## src/rtl/nn_cfg_pkg.sv

```systemverilog
// nn_cfg_pkg
// Shared definitions for the zyNet configuration sequencer: slave register
// offsets, the OKAY write-response code and the sequencer state encoding.
package nn_cfg_pkg;

   // zyNet slave register map (byte offsets)
   localparam logic [31:0] ADDR_WEIGHT = 32'd0;
   localparam logic [31:0] ADDR_BIAS   = 32'd4;
   localparam logic [31:0] ADDR_LAYER  = 32'd12;
   localparam logic [31:0] ADDR_NEURON = 32'd16;
   localparam logic [31:0] ADDR_SRST   = 32'd28;

   localparam logic [1:0]  BRESP_OKAY  = 2'b00;

   typedef enum logic [3:0] {
      ST_IDLE     = 4'd0,
      ST_SRST     = 4'd1,
      ST_LAYER_W  = 4'd2,
      ST_NEURON_W = 4'd3,
      ST_FETCH_W  = 4'd4,
      ST_WEIGHT   = 4'd5,
      ST_LAYER_B  = 4'd6,
      ST_NEURON_B = 4'd7,
      ST_FETCH_B  = 4'd8,
      ST_BIAS     = 4'd9,
      ST_WAIT_B   = 4'd10,
      ST_FINISH   = 4'd11
   } state_t;

endpackage

```

## src/rtl/axil_single_write.sv

```systemverilog
// axil_single_write
// Runs one AXI4-Lite write transaction per req pulse. Address and data are
// latched on req; awvalid/wvalid rise together and each falls on its own
// handshake. bready is held from issue until the B handshake, at which point
// ack pulses (combinationally) with resp_err flagging a non-OKAY response.
// Ports:
//   s_axi_aclk, s_axi_aresetn : clock, async active-low reset
//   req, addr, data           : start a write (only while no write is pending)
//   ack, resp_err             : B handshake seen / response was not OKAY
//   m_axi_*                   : AXI4-Lite write channels (AW, W, B)
module axil_single_write
   import nn_cfg_pkg::*;
(
   input  logic        s_axi_aclk,
   input  logic        s_axi_aresetn,
   input  logic        req,
   input  logic [31:0] addr,
   input  logic [31:0] data,
   output logic        ack,
   output logic        resp_err,
   output logic [31:0] m_axi_awaddr,
   output logic        m_axi_awvalid,
   input  logic        m_axi_awready,
   output logic [31:0] m_axi_wdata,
   output logic        m_axi_wvalid,
   input  logic        m_axi_wready,
   input  logic [1:0]  m_axi_bresp,
   input  logic        m_axi_bvalid,
   output logic        m_axi_bready
);

   logic [31:0] awaddr_r;
   logic [31:0] wdata_r;
   logic        awvalid_r;
   logic        wvalid_r;
   logic        bready_r;

   // Channel registers: launch on req, retire each channel on its handshake
   always_ff @(posedge s_axi_aclk or negedge s_axi_aresetn) begin
      if (!s_axi_aresetn) begin
         awaddr_r  <= 32'd0;
         wdata_r   <= 32'd0;
         awvalid_r <= 1'b0;
         wvalid_r  <= 1'b0;
         bready_r  <= 1'b0;
      end else if (req) begin
         awaddr_r  <= addr;
         wdata_r   <= data;
         awvalid_r <= 1'b1;
         wvalid_r  <= 1'b1;
         bready_r  <= 1'b1;
      end else begin
         if (awvalid_r && m_axi_awready) begin
            awvalid_r <= 1'b0;
         end
         if (wvalid_r && m_axi_wready) begin
            wvalid_r <= 1'b0;
         end
         if (bready_r && m_axi_bvalid) begin
            bready_r <= 1'b0;
         end
      end
   end

   // Completion strobe and error flag for the sequencer
   always_comb begin
      ack      = 1'b0;
      resp_err = 1'b0;
      if (bready_r && m_axi_bvalid) begin
         ack      = 1'b1;
         resp_err = (m_axi_bresp != BRESP_OKAY);
      end else begin
         ack      = 1'b0;
         resp_err = 1'b0;
      end
   end

   assign m_axi_awaddr  = awaddr_r;
   assign m_axi_awvalid = awvalid_r;
   assign m_axi_wdata   = wdata_r;
   assign m_axi_wvalid  = wvalid_r;
   assign m_axi_bready  = bready_r;

endmodule

```

## src/rtl/nn_config_sequencer.sv

```systemverilog
// nn_config_sequencer
// Replays the zyNet weight/bias loading register sequence as an AXI4-Lite
// write master: soft reset, then a weight pass and a bias pass over all
// layers, fetching each weight/bias word from a 1-cycle-latency ROM.
// Ports:
//   s_axi_aclk, s_axi_aresetn      : clock, async active-low reset
//   start / busy / done / error    : control and status
//   layer_idx, layer_neurons,
//   layer_weights                  : external per-layer descriptor lookup
//   rom_en, rom_addr, rom_data     : packed weight/bias ROM
//   m_axi_*                        : AXI4-Lite write master channels
module nn_config_sequencer
   import nn_cfg_pkg::*;
#(
   parameter int DATA_WIDTH = 16,
   parameter int NUM_LAYERS = 1,
   parameter int ROM_AW     = 16,
   parameter int CNT_W      = 16
) (
   input  logic                  s_axi_aclk,
   input  logic                  s_axi_aresetn,
   input  logic                  start,
   output logic                  busy,
   output logic                  done,
   output logic                  error,
   output logic [4:0]            layer_idx,
   input  logic [CNT_W-1:0]      layer_neurons,
   input  logic [CNT_W-1:0]      layer_weights,
   output logic                  rom_en,
   output logic [ROM_AW-1:0]     rom_addr,
   input  logic [DATA_WIDTH-1:0] rom_data,
   output logic [31:0]           m_axi_awaddr,
   output logic                  m_axi_awvalid,
   input  logic                  m_axi_awready,
   output logic [31:0]           m_axi_wdata,
   output logic                  m_axi_wvalid,
   input  logic                  m_axi_wready,
   input  logic [1:0]            m_axi_bresp,
   input  logic                  m_axi_bvalid,
   output logic                  m_axi_bready
);

   localparam logic [4:0] LAST_LAYER = 5'(NUM_LAYERS);

   state_t              state_r, state_s;
   state_t              ret_r, ret_s;
   logic [4:0]          layer_r, layer_s;
   logic [CNT_W-1:0]    neuron_r, neuron_s;
   logic [CNT_W-1:0]    wcnt_r, wcnt_s;
   logic [ROM_AW-1:0]   rom_addr_r, rom_addr_s;
   logic                error_r, error_s;
   logic                busy_r, done_r, rom_en_r;

   logic                req_s;
   logic [31:0]         addr_s, data_s;
   logic                ack_s, resp_err_s;

   logic                last_neuron_s, last_wt_s, last_layer_s;
   logic [4:0]          layer_step_s;
   state_t              adv_w_s, adv_b_s;
   logic [4:0]          adv_layer_s;
   logic [CNT_W-1:0]    adv_neuron_s;

   // Last-element tests compare against count-1 so a counter never has to
   // reach (and wrap past) the CNT_W maximum. Callers guarantee count != 0.
   assign last_neuron_s = (neuron_r == (layer_neurons - CNT_W'(1)));
   assign last_wt_s     = (wcnt_r == (layer_weights - CNT_W'(1)));
   assign last_layer_s  = (layer_r == LAST_LAYER);
   assign layer_step_s  = last_layer_s ? 5'd1 : (layer_r + 5'd1);

   // Where to go after finishing a neuron: next neuron, next layer, or the
   // next pass (layer counter restarts at 1 for the bias pass).
   assign adv_w_s      = last_neuron_s ? (last_layer_s ? ST_LAYER_B : ST_LAYER_W) : ST_NEURON_W;
   assign adv_b_s      = last_neuron_s ? (last_layer_s ? ST_FINISH : ST_LAYER_B) : ST_NEURON_B;
   assign adv_layer_s  = last_neuron_s ? layer_step_s : layer_r;
   assign adv_neuron_s = last_neuron_s ? {CNT_W{1'b0}} : (neuron_r + CNT_W'(1));

   // Next-state, counter updates and write requests. Counters advance at
   // issue time; the write payload is already latched by the AXI engine.
   always_comb begin
      state_s    = state_r;
      ret_s      = ret_r;
      layer_s    = layer_r;
      neuron_s   = neuron_r;
      wcnt_s     = wcnt_r;
      rom_addr_s = rom_addr_r;
      error_s    = error_r;
      req_s      = 1'b0;
      addr_s     = 32'd0;
      data_s     = 32'd0;
      case (state_r)
         ST_IDLE: begin
            if (start) begin
               state_s    = ST_SRST;
               error_s    = 1'b0;
               rom_addr_s = {ROM_AW{1'b0}};
               layer_s    = 5'd0;
               neuron_s   = {CNT_W{1'b0}};
               wcnt_s     = {CNT_W{1'b0}};
            end else begin
               state_s = ST_IDLE;
            end
         end
         ST_SRST: begin
            req_s   = 1'b1;
            addr_s  = ADDR_SRST;
            data_s  = 32'd0;
            layer_s = 5'd1;
            ret_s   = ST_LAYER_W;
            state_s = ST_WAIT_B;
         end
         ST_LAYER_W: begin
            if (layer_neurons == {CNT_W{1'b0}}) begin
               // empty layer: skip silently, not even a layer-select write
               layer_s = layer_step_s;
               state_s = last_layer_s ? ST_LAYER_B : ST_LAYER_W;
            end else begin
               req_s    = 1'b1;
               addr_s   = ADDR_LAYER;
               data_s   = 32'(layer_r);
               neuron_s = {CNT_W{1'b0}};
               ret_s    = ST_NEURON_W;
               state_s  = ST_WAIT_B;
            end
         end
         ST_NEURON_W: begin
            req_s   = 1'b1;
            addr_s  = ADDR_NEURON;
            data_s  = 32'(neuron_r);
            wcnt_s  = {CNT_W{1'b0}};
            state_s = ST_WAIT_B;
            if (layer_weights == {CNT_W{1'b0}}) begin
               ret_s    = adv_w_s;
               layer_s  = adv_layer_s;
               neuron_s = adv_neuron_s;
            end else begin
               ret_s = ST_FETCH_W;
            end
         end
         ST_FETCH_W: begin
            rom_addr_s = rom_addr_r + ROM_AW'(1);
            state_s    = ST_WEIGHT;
         end
         ST_WEIGHT: begin
            req_s   = 1'b1;
            addr_s  = ADDR_WEIGHT;
            data_s  = 32'(rom_data);
            state_s = ST_WAIT_B;
            if (last_wt_s) begin
               ret_s    = adv_w_s;
               layer_s  = adv_layer_s;
               neuron_s = adv_neuron_s;
            end else begin
               wcnt_s = wcnt_r + CNT_W'(1);
               ret_s  = ST_FETCH_W;
            end
         end
         ST_LAYER_B: begin
            if (layer_neurons == {CNT_W{1'b0}}) begin
               layer_s = layer_step_s;
               state_s = last_layer_s ? ST_FINISH : ST_LAYER_B;
            end else begin
               req_s    = 1'b1;
               addr_s   = ADDR_LAYER;
               data_s   = 32'(layer_r);
               neuron_s = {CNT_W{1'b0}};
               ret_s    = ST_NEURON_B;
               state_s  = ST_WAIT_B;
            end
         end
         ST_NEURON_B: begin
            req_s   = 1'b1;
            addr_s  = ADDR_NEURON;
            data_s  = 32'(neuron_r);
            ret_s   = ST_FETCH_B;
            state_s = ST_WAIT_B;
         end
         ST_FETCH_B: begin
            rom_addr_s = rom_addr_r + ROM_AW'(1);
            state_s    = ST_BIAS;
         end
         ST_BIAS: begin
            req_s    = 1'b1;
            addr_s   = ADDR_BIAS;
            data_s   = 32'(rom_data);
            ret_s    = adv_b_s;
            layer_s  = adv_layer_s;
            neuron_s = adv_neuron_s;
            state_s  = ST_WAIT_B;
         end
         ST_WAIT_B: begin
            if (ack_s) begin
               if (resp_err_s) begin
                  error_s = 1'b1;
                  state_s = ST_FINISH;
               end else begin
                  state_s = ret_r;
               end
            end else begin
               state_s = ST_WAIT_B;
            end
         end
         ST_FINISH: begin
            state_s = ST_IDLE;
         end
         default: begin
            state_s = ST_IDLE;
         end
      endcase
   end

   // State, counters and registered status outputs (decoded from next state)
   always_ff @(posedge s_axi_aclk or negedge s_axi_aresetn) begin
      if (!s_axi_aresetn) begin
         state_r    <= ST_IDLE;
         ret_r      <= ST_IDLE;
         layer_r    <= 5'd0;
         neuron_r   <= {CNT_W{1'b0}};
         wcnt_r     <= {CNT_W{1'b0}};
         rom_addr_r <= {ROM_AW{1'b0}};
         error_r    <= 1'b0;
         busy_r     <= 1'b0;
         done_r     <= 1'b0;
         rom_en_r   <= 1'b0;
      end else begin
         state_r    <= state_s;
         ret_r      <= ret_s;
         layer_r    <= layer_s;
         neuron_r   <= neuron_s;
         wcnt_r     <= wcnt_s;
         rom_addr_r <= rom_addr_s;
         error_r    <= error_s;
         busy_r     <= (state_s != ST_IDLE) && (state_s != ST_FINISH);
         done_r     <= (state_s == ST_FINISH);
         rom_en_r   <= (state_s == ST_FETCH_W) || (state_s == ST_FETCH_B);
      end
   end

   axil_single_write u_wr (
      .s_axi_aclk    (s_axi_aclk),
      .s_axi_aresetn (s_axi_aresetn),
      .req           (req_s),
      .addr          (addr_s),
      .data          (data_s),
      .ack           (ack_s),
      .resp_err      (resp_err_s),
      .m_axi_awaddr  (m_axi_awaddr),
      .m_axi_awvalid (m_axi_awvalid),
      .m_axi_awready (m_axi_awready),
      .m_axi_wdata   (m_axi_wdata),
      .m_axi_wvalid  (m_axi_wvalid),
      .m_axi_wready  (m_axi_wready),
      .m_axi_bresp   (m_axi_bresp),
      .m_axi_bvalid  (m_axi_bvalid),
      .m_axi_bready  (m_axi_bready)
   );

   assign busy      = busy_r;
   assign done      = done_r;
   assign error     = error_r;
   assign layer_idx = layer_r;
   assign rom_en    = rom_en_r;
   assign rom_addr  = rom_addr_r;

endmodule

```

## config.mk

```make
export PLATFORM = sky130hd
export DESIGN_NAME = nn_config_sequencer
export DESIGN_NICKNAME = d
export VERILOG_FILES = /design/src/rtl/nn_cfg_pkg.sv /design/src/rtl/axil_single_write.sv /design/src/rtl/nn_config_sequencer.sv
export SDC_FILE = /design/constraint.sdc
export NUM_CORES = 1
export LEC_CHECK = 0
export ABC_AREA = 0
export CORE_ASPECT_RATIO = 1.2
export CORE_MARGIN = 2
export CORE_UTILIZATION = 49
export CTS_CLUSTER_DIAMETER = 60
export DETAILED_ROUTE_END_ITERATION = 16
export HOLD_SLACK_MARGIN = 0.02
export PLACE_DENSITY = 0.79
export SLEW_MARGIN = 15
export SYNTH_ARGS = -nofsm -noshare
export SYNTH_HDL_FRONTEND = slang
export SYNTH_SLANG_ARGS = --single-unit
```

## constraint.sdc

```tcl
create_clock -name s_axi_aclk -period 8.4 [get_ports s_axi_aclk]
set_input_delay 1.26 -clock s_axi_aclk [delete_from_list [all_inputs] [get_ports s_axi_aclk]]
set_output_delay 1.26 -clock s_axi_aclk [all_outputs]
set_load 0.01 [all_outputs]
```

==> results.yml <==
outcome:
  status: "completed"
pwr:
  p_total_uw: 1800
  cellLeakagePower_uw: 0.00303
  power.density_nw_per_um2: 245
  irDropWorstVdd_mv: 0.165
layout:
  antenna_cells: 0
  final_cell_mix: "clkdlybuf4s50_1 (101), dfrtp_1 (87), nor2_1 (67), nand2_1 (52), conb_1 (45)"
  layout.cells.non_filler: 960
  layout_commonest_cell: "clkdlybuf4s50_1"
  multiInputGateArea_um2: 3430
  syn_to_final_growth_pct: 21.9
  seq_area_um2: 2180
  final_area_um2: 7340
  fillers: 1053
  fin_nets: 858
  drive_above_1_share_pct: 4.88
clocking:
  cts_setup_buffers: 0
  htree_levels: 3
  holdBufCountCts: 0
  cts.sinks: 87
  cts_tree: "done"
  clk_pin_slew_ns: 0.07
  root_buffer: "clkbuf_16"
  cts_buffers: 9
  clk_path_buf_depth: 2
  cts_resized: 0
  worst_skew_pair.late_latency_ns: 0.34
grt:
  grt_max_degree: 88
  grt-ovfl-total: 0
  grt_pass1_wl_um: 26400
  grt_use_total_pct: 24.5
  grt_pass1_vias: 5449
  antenna_found_initial: 0
route:
  drt-met1-wl_um: 6530
  postRouteAntennaNets: 0
  vias_per_cell: 5.78
  routedWlPerCell_um: 16.7
  drt_iter0_drc: 484
  via_count: 5550
  drc_errors: 0
  top_layer: "met4"
  wl_met3_um: 943
  wl_met2_um: 8230
  dr.pass1.iters: 6
  routed_wl_um: 16000
place:
  place_area_um2: 6990
  pre_cts_slack_ns: 3.43
  gp_congestion: 0.907
  dp_cells: 944
  dpl.hpwl_um: 11700
  io_buffer_count: 102
synthesis:
  synth-seq-cells: 87
  ys_seq_area_share_pct: 36.2
  synthesis.yosys.warnings: 0
  synth_ff_type: "dfrtp_1"
  synth_cell_types: 75
  async_flop_share_pct: 100
  syn_avg_cell_area_um2: 8.54
  synth_edf_count: 0
  syn_area_um2: 6020
  netlist_instances: 705
floorplanning:
  die_w_um: 105
  die_h_um: 125
  fp.coreArea_um2: 12100
  rows: 44
  boundaryPins: 148
  start_util_pct: 49.9
  dieArea_um2: 13200
timing:
  fin_setup_tns_ns: 0
  post-route-period-util_pct: 55.6
  rsz0062_at_grt: "false"
  max_slew_margin_pct: 25.3
  skew_ns: 0.00789
  maxSlewViolCount: 0
  min_period_ns: 4.67
  fmax_mhz: 214
  worst_slew_pin_slew_ns: 1.12
  setup_ws_ns: 3.73
  hold_viol_final: 0
  setup_viol: 0
setup_path:
  r2r_end: "neuron_r[5]$_DFFE_PN0P_"
  critPathKind: "primary input to register"
  cp_max_fo: 17
  cp_data_arrival_time_ns: 4.94
  crit_path_start_kind: "primary input"
  worstSetupEndpointType: "register"
  crit_required_ns: 8.67
  r2r_slack_ns: 4.98
  reg2reg_from: "state_r[3]$_DFF_PN0_"
  ff2ff_path_depth: 7
min_path:
  hp-class: "register to register"
  hold_start: "u_wr.m_axi_wdata[4]$_DFFE_PN0P_"
  min_delay_path_depth: 2
  hold_end: "u_wr.m_axi_wdata[4]$_DFFE_PN0P_"
flow_run:
  max-cap-violations: 0
Yosys cell counts (all sizes together) (3+ instances only):
| master | number | area (um^2) |
|---|---|---|
| a2111oi | 6 | 70.1 |
| a211oi | 4 | 30.0 |
| a21boi | 3 | 22.5 |
| a21o | 3 | 22.5 |
| a21oi | 29 | 149 |
| a222oi | 16 | 160 |
| a22oi | 3 | 22.5 |
| a31oi | 5 | 31.3 |
| and2 | 7 | 46.3 |
| and3 | 10 | 62.6 |
| buf | 49 | 363 |
| clkbuf | 22 | 82.6 |
| dfrtp | 87 | 2180 |
| ha | 8 | 100 |
| inv | 36 | 135 |
| nand2 | 52 | 195 |
| nand2b | 13 | 81.3 |
| nand3 | 23 | 115 |
| nand3b | 5 | 37.5 |
| nand4 | 20 | 125 |
| nor2 | 67 | 251 |
| nor2b | 9 | 56.3 |
| nor3 | 26 | 130 |
| nor4 | 9 | 68.8 |
| nor4b | 3 | 26.3 |
| o211ai | 6 | 45.0 |
| o21ai | 40 | 200 |
| o22ai | 7 | 43.8 |
| o31ai | 5 | 37.5 |
| o41ai | 4 | 35.0 |
| or2 | 4 | 25.0 |
| or3 | 18 | 113 |
| or4 | 3 | 30.0 |
| or4b | 3 | 30.0 |
| xnor2 | 38 | 333 |
| xor2 | 24 | 210 |
flip-flops by register name (all words and copies together), names as in the netlist, 3 cells and up:
signal             cells
neuron_r              16
rom_addr              16
u_wr.m_axi_wdata      16
wcnt_r                16
layer_idx              5
ret_r                  4
state_r                4
u_wr.m_axi_awaddr      3
cells by family (layout without fill, tap and decap cells):
| group | count (synthesis) | after routing | share of synthesized area [%] |
|---|---|---|---|
| simple gates | 283 | 283 | 24.7 |
| compound gates | 154 | 154 | 18.2 |
| buf+inv | 107 | 157 | 9.64 |
| flops | 87 | 87 | 36.2 |
| xor+xnor | 62 | 62 | 9.02 |
| fa+ha+maj | 8 | 8 | 1.66 |
| mux | 3 | 3 | 0.540 |
| other cells | 1 | 45 | 0.0623 |
power by group:
part	switching, uW	internal (uW)
Clock	170	292
Combinational	402	318
Sequential	109	509
critical path, stage by stage:
cell and delay [ns]:
clkdlybuf4s50_1 0.52, nor3_1 0.65, nand4_1 0.49, and2_0 0.43, o41a_1 0.44, and2_1 0.19, a21oi_2 0.51, nor2_1 0.25
a21oi_1 0.18
final cells by class:
class / count / share of cell area, %
Clock buffer: 9 / 3.07
Inverter: 36 / 1.84
Clock inverter: 7 / 1.64
Tap cell: 161 / 2.75
Multi-Input combinational cell: 555 / 46.8
Sequential cell: 87 / 29.7
Timing Repair Buffer: 105 / 14.2
worst max-delay path by stage:
| stage | endpoint | cells after the start | slack (ns) | startpoint |
|---|---|---|---|---|
| detailed placement | neuron_r[8]$_DFFE_PN0P_ | 12 | 3.43 | layer_neurons[0] |
| global route | neuron_r[8]$_DFFE_PN0P_ | 12 | 3.46 | layer_neurons[0] |
| CTS | neuron_r[8]$_DFFE_PN0P_ | 12 | 3.77 | layer_neurons[0] |
| global placement | neuron_r[8]$_DFFE_PN0P_ | 12 | 3.47 | layer_neurons[0] |
| finish | neuron_r[12]$_DFFE_PN0P_ | 9 | 3.73 | layer_neurons[4] |
| floorplan | wcnt_r[12]$_DFFE_PN0P_ | 12 | 4.47 | layer_weights[0] |
routing by layer:
layer | global-route usage, % | vias up
met5 | 0 | -
li1 | - | 2637
met1 | 30.4 | 2681
met4 | 10.7 | 0
met2 | 42.2 | 208
met3 | 3.65 | 24
through the flow:
step	hold WS, ns	util [%]
CTS	0.496	60.8
floorplan	0.475	-
global placement	0.477	58.0
finish	0.496	60.9
detailed placement	0.469	58.0
global route	0.516	60.9
No activity file was read; power rests on OpenSTA's default activity.
